===== src/rtl/serial_subtractor.sv =====
// serial_subtractor: digit-serial unsigned subtractor with a valid/ready handshake.
// Each operation subtracts one DIGIT-bit slice per clock, least significant slice first.
// A result appears N = WIDTH/DIGIT cycles after the operands are accepted.
// Optional feature: define SERIAL_SUBTRACTOR_OVF_EN to get the signed-overflow flag.
// In the default build (macro undefined) ovf is tied to 0.
module serial_subtractor #(
  parameter int WIDTH = 16,
  parameter int DIGIT = 4
) (
  input  logic             clk,
  input  logic             rst_n,
  input  logic             in_valid,
  output logic             in_ready,
  input  logic [WIDTH-1:0] a,
  input  logic [WIDTH-1:0] b,
  input  logic             borrow_in,
  output logic             out_valid,
  input  logic             out_ready,
  output logic [WIDTH-1:0] diff,
  output logic             borrow_out,
  output logic             ovf
);

  localparam int N     = WIDTH / DIGIT;
  localparam int CNT_W = (N > 1) ? $clog2(N) : 1;
  localparam logic [CNT_W-1:0] CNT_LAST = CNT_W'(N - 1);

  typedef enum logic [1:0] {IDLE, CALC, DONE} state_t;

  state_t           state;
  logic [WIDTH-1:0] op_a;
  logic [WIDTH-1:0] op_b;
  logic [CNT_W-1:0] cnt;

  logic [DIGIT-1:0] slice_a;
  logic [DIGIT-1:0] slice_b;
  logic [DIGIT-1:0] slice_diff;
  logic             slice_borrow;

  // One digit of subtraction; the extra top bit is the borrow out of the digit.
  function automatic logic [DIGIT:0] sub_digit(input logic [DIGIT-1:0] x,
                                               input logic [DIGIT-1:0] y,
                                               input logic             bi);
    return {1'b0, x} - {1'b0, y} - {{DIGIT{1'b0}}, bi};
  endfunction

  // Select the current slice and subtract it with the running borrow,
  // which is kept in the borrow_out register while the operation runs.
  always_comb begin
    slice_a = op_a[cnt*DIGIT +: DIGIT];
    slice_b = op_b[cnt*DIGIT +: DIGIT];
    {slice_borrow, slice_diff} = sub_digit(slice_a, slice_b, borrow_out);
  end

  // Control FSM plus operand latch, digit counter and result assembly.
  always_ff @(posedge clk or negedge rst_n) begin
    if (!rst_n) begin
      state      <= IDLE;
      in_ready   <= 1'b1;
      out_valid  <= 1'b0;
      op_a       <= '0;
      op_b       <= '0;
      cnt        <= '0;
      diff       <= '0;
      borrow_out <= 1'b0;
    end else begin
      case (state)
        IDLE: begin
          if (in_valid) begin
            op_a       <= a;
            op_b       <= b;
            borrow_out <= borrow_in;
            cnt        <= '0;
            in_ready   <= 1'b0;
            state      <= CALC;
          end
        end
        CALC: begin
          diff[cnt*DIGIT +: DIGIT] <= slice_diff;
          borrow_out               <= slice_borrow;
          if (cnt == CNT_LAST) begin
            out_valid <= 1'b1;
            state     <= DONE;
          end else begin
            cnt <= cnt + 1'b1;
          end
        end
        DONE: begin
          if (out_ready) begin
            out_valid <= 1'b0;
            in_ready  <= 1'b1;
            state     <= IDLE;
          end
        end
        default: begin
          out_valid <= 1'b0;
          in_ready  <= 1'b1;
          state     <= IDLE;
        end
      endcase
    end
  end

`ifdef SERIAL_SUBTRACTOR_OVF_EN
  // Borrow into the MSB recovered from the MSB sum bit: res = a ^ b ^ borrow_in.
  logic msb_borrow;
  assign msb_borrow = slice_diff[DIGIT-1] ^ slice_a[DIGIT-1] ^ slice_b[DIGIT-1];

  // Signed overflow: borrow into the MSB differs from borrow out of it on the last slice.
  always_ff @(posedge clk or negedge rst_n) begin
    if (!rst_n) begin
      ovf <= 1'b0;
    end else if (state == IDLE && in_valid) begin
      ovf <= 1'b0;
    end else if (state == CALC && cnt == CNT_LAST) begin
      ovf <= msb_borrow ^ slice_borrow;
    end
  end
`else
  assign ovf = 1'b0;
`endif

endmodule


===== config.mk =====
export PLATFORM = sky130hd
export DESIGN_NAME = serial_subtractor
export DESIGN_NICKNAME = d
export VERILOG_FILES = /design/src/rtl/serial_subtractor.sv
export SDC_FILE = /design/constraint.sdc
export NUM_CORES = 1
export LEC_CHECK = 0
export BUFFER_PORTS_ARGS = -buffer_cell sky130_fd_sc_hd__buf_4
export CORE_MARGIN = 5
export CORE_UTILIZATION = 40
export DETAILED_ROUTE_END_ITERATION = 6
export GPL_TIMING_DRIVEN = 0
export RECOVER_POWER = 25
export SYNTH_ARGS = -nofsm -noshare
export SYNTH_HDL_FRONTEND = slang
export SYNTH_SLANG_ARGS = --single-unit

===== constraint.sdc =====
create_clock -name clk -period 3.9 [get_ports clk]
set_input_delay 0 -clock clk [delete_from_list [all_inputs] [get_ports clk]]
set_output_delay 0 -clock clk [all_outputs]
set_load 0.05 [all_outputs]

==> key figures <==
Detailed routing
  • First-pass iteration count of the detailed router: 4
  • WL final: 5.50 mm
  • Top Metal Used: met4
  • Metal-1 WL: ~2.3 mm
  • Drt initial violations: between 40 and 50
  • Vias/cell: about 5
  • WL met3: roughly 310 µm
  • Wire per inst: 14.7 µm
  • Residual DRC count: 0
  • ANT nets after route: 0
  • Via count: roughly 1900
  • Met2 Wirelength: 2.78 mm

Pwr
  • Pwr Total: between 3 and 4 mW
  • Max VDD drop: between 0.0004 and 0.0005 V
  • Leak: 1.63 nW
  • Pwr/cell area: 852 nW/µm²

Synthesis
  • Post-synth top area cell: dfrtp_1
  • Synthesis Warnings: 0
  • Most common cell in the netlist: dfrtp_1
  • Number of synthesized flops with an enable pin: 0
  • Post-synthesis async set-or-reset flop share: 1.00
  • Mapped Cells: 201
  • Yosys reg bits: between 50 and 60
  • Avg Inst Size Synth: around 13 µm²
  • Synth top area cells: dfrtp_1, mux2_1, mux4_2, ha_1, nand2_1
  • Netlist cell types: 32
  • Synthesized area: 2590 µm²
  • Seq/Total Area, Yosys: 0.531
  • Synth top cells by count: dfrtp_1, mux2_1, nand2_1
  • Syn Nets: between 200 and 300
  • Most used DFF post-synth: dfrtp_1
  • Share of the synthesized area in the top cell type: 0.521

CTS
  • CTS tree: built
  • CTS Root Cell: clkbuf_8
  • Setup Buffers After CTS: 0
  • # resized after CTS: 0
  • Clk buf depth: 2
  • Clock-pin transition on the worst setup and hold timing paths: ~90 ps
  • Htree depth: 2
  • Clk_lat worst skew: 310 ps
  • Total CTS buffers: 5
  • Clock sink count: 55

Worst setup path
  • Slowest CP cell: mux4_2
  • Worst path cell trace: buf_6 > buf_2 > mux4_2 > inv_1 > fa_1 > inv_1 > fa_1 > xnor2_1 > a22o_1
  • Crit. End Element: register
  • Crit path arrival time: approximately 3200 ps
  • CP startpoint kind: register
  • Crit path kind: reg -> reg
  • Critical path's top delay family: adder cells
  • CP peak stage delay: roughly 550 ps
  • WP data required: just over 4000 ps
  • Crit-path max FO: 10
  • Crit path buf inv count: 4

Timing
  • Final setup viols: 0
  • Max-Slew Margin vs Limit: 0.520
  • Period Utilization, post-route: 0.753
  • F_max: 0.341 GHz
  • RSZ-0062 raised after global routing: no
  • Worst Max-Slew Pin Slew: slightly above 700 ps
  • Final hold vios: 0
  • Setup TNS: 0 ps
  • Clk_skew: around 9 ps
  • WHS: about 68 ps
  • Max-slew violation count: 0
  • Fin crit period: between 2000 and 3000 ps

Global routing
  • First-pass GRT wire length: between 9 and 10 mm
  • Gr usage total: 0.140
  • GRT overflow: 0
  • Antenna violations before repair: 0
  • Largest net degree at the start of global routing: 56
  • Vias in the first global route: 1931

Status
  • Status: completed

Place
  • Gpl congestion: approximately 0.84
  • Port buffer count: 55
  • Dpl hpwl: roughly 3.9 mm

Die
  • Initial core utilization: 0.411
  • Die X: just over 90 µm
  • # rows: 29
  • Die Y-Extent: 90.5 µm
  • Ports: 57
  • Core region area: 6310 µm²
  • DIE AREA: 8200 µm²

Final layout
  • Fillers: between 500 and 600
  • Ant. Diodes: 0
  • Final nets: between 300 and 400
  • Share of cells above drive strength 1: 0.277
  • Area Overhead vs Synth: 35.7%

Min path
  • Hold crit path type: in -> reg

Run
  • Max Cap Viol: 0
[kinds of logic after synthesis]
kind of cell	synth area share
buf+inv	0.0395
simple gates	0.0670
compound gates	0.0762
other cells	0.00145
flops	0.531
xor+xnor	0.0130
mux	0.208
fa+ha+maj	0.0636
[report_power, final]
part | switching [mW] | internal [mW]
combinational | 1.02 | 0.735
clock | 0.179 | 0.120
sequential | 0.127 | 0.821
total | 1.33 | 1.68
[path summary, 6_finish.rpt]
check | start | to | slack (ps) | cells past startpoint
worst max-delay path | cnt[0] | diff[2] | 960 | 9
worst min-delay path | in_valid | state[0] | 70 | 3
worst max register to register | cnt[0] | diff[2] | 960 | 9
worst min register to register | op_b[10] | op_b[10] | 490 | 1
max in group asynchronous | rst_n | diff[9] | 3130 | 2
min in group asynchronous | rst_n | out_valid | 270 | 2
[through the flow]
stage / std cells / util / setup slack [ps] / area (µm²)
final: 373 / 0.558 / 964 / 3520
after CTS: 373 / 0.558 / 935 / 3520
after global routing: 373 / 0.558 / 770 / 3520
after detailed placement: 333 / 0.492 / 972 / 3100
after floorplan: 201 / - / 1380 / 2590
after global placement: 333 / 0.492 / 967 / 3100
[area by class of cell]
cell class                      count  area (µm²)  area share
Timing Repair Buffer               89         753       0.214
Buffer                              9        53.8      0.0153
Clock inverter                      1        7.51     0.00213
Tap cell                           77        96.3      0.0274
Multi-Input combinational cell    124        1110       0.317
Clock buffer                        5        68.8      0.0195
Inverter                           13        48.8      0.0139
Sequential cell                    55        1380       0.391
[cell usage in the layout (no fill, tap or decap), drive strengths merged, types with 2 or more instances in the layout]
| master | n |
|---|---|
| a22o | 8 |
| nor2 | 3 |
| fa | 2 |
| dfrtp | 54 |
| nand2 | 23 |
| nor4 | 2 |
| dlygate4sd3 | 34 |
| clkbuf | 5 |
| inv | 13 |
| nand2b | 3 |
| o21ai | 12 |
| a21oi | 5 |
| mux2 | 32 |
| o22a | 2 |
| nor2b | 2 |
| buf | 64 |
| mux4 | 8 |
| or4 | 2 |
| xnor2 | 2 |
| ha | 10 |
[worst register-to-register path: cells and delay by family (launching register included)]
kind / cells / cell delay (ps)
DFF: 1 / 420
muxes: 1 / 550
xor gates and xnor gates: 1 / 470
buffers and inverters: 4 / 610
adders and majority gates: 2 / 620
AOI/OAI and AO/OA: 1 / 220
[flip-flops by register name, indices dropped and copies added, names as in the netlist]
register    count
borrow_out      1
cnt             2
diff           16
in_ready        1
op_a           16
op_b           16
out_valid       1
state           2
[metal layers]
metal	global-route usage	up-vias
met5	0	-
met4	0.0409	0
met3	0.0367	8
met2	0.243	48
met1	0.171	919
li1	-	895
[repair_timing]
item                                   4_1_cts  5_1_grt
setup endpoints to repair                    0        0
hold buffers                                34        0
endpoints found under the hold margin       88        0
Power figures use the tool's default switching activity.
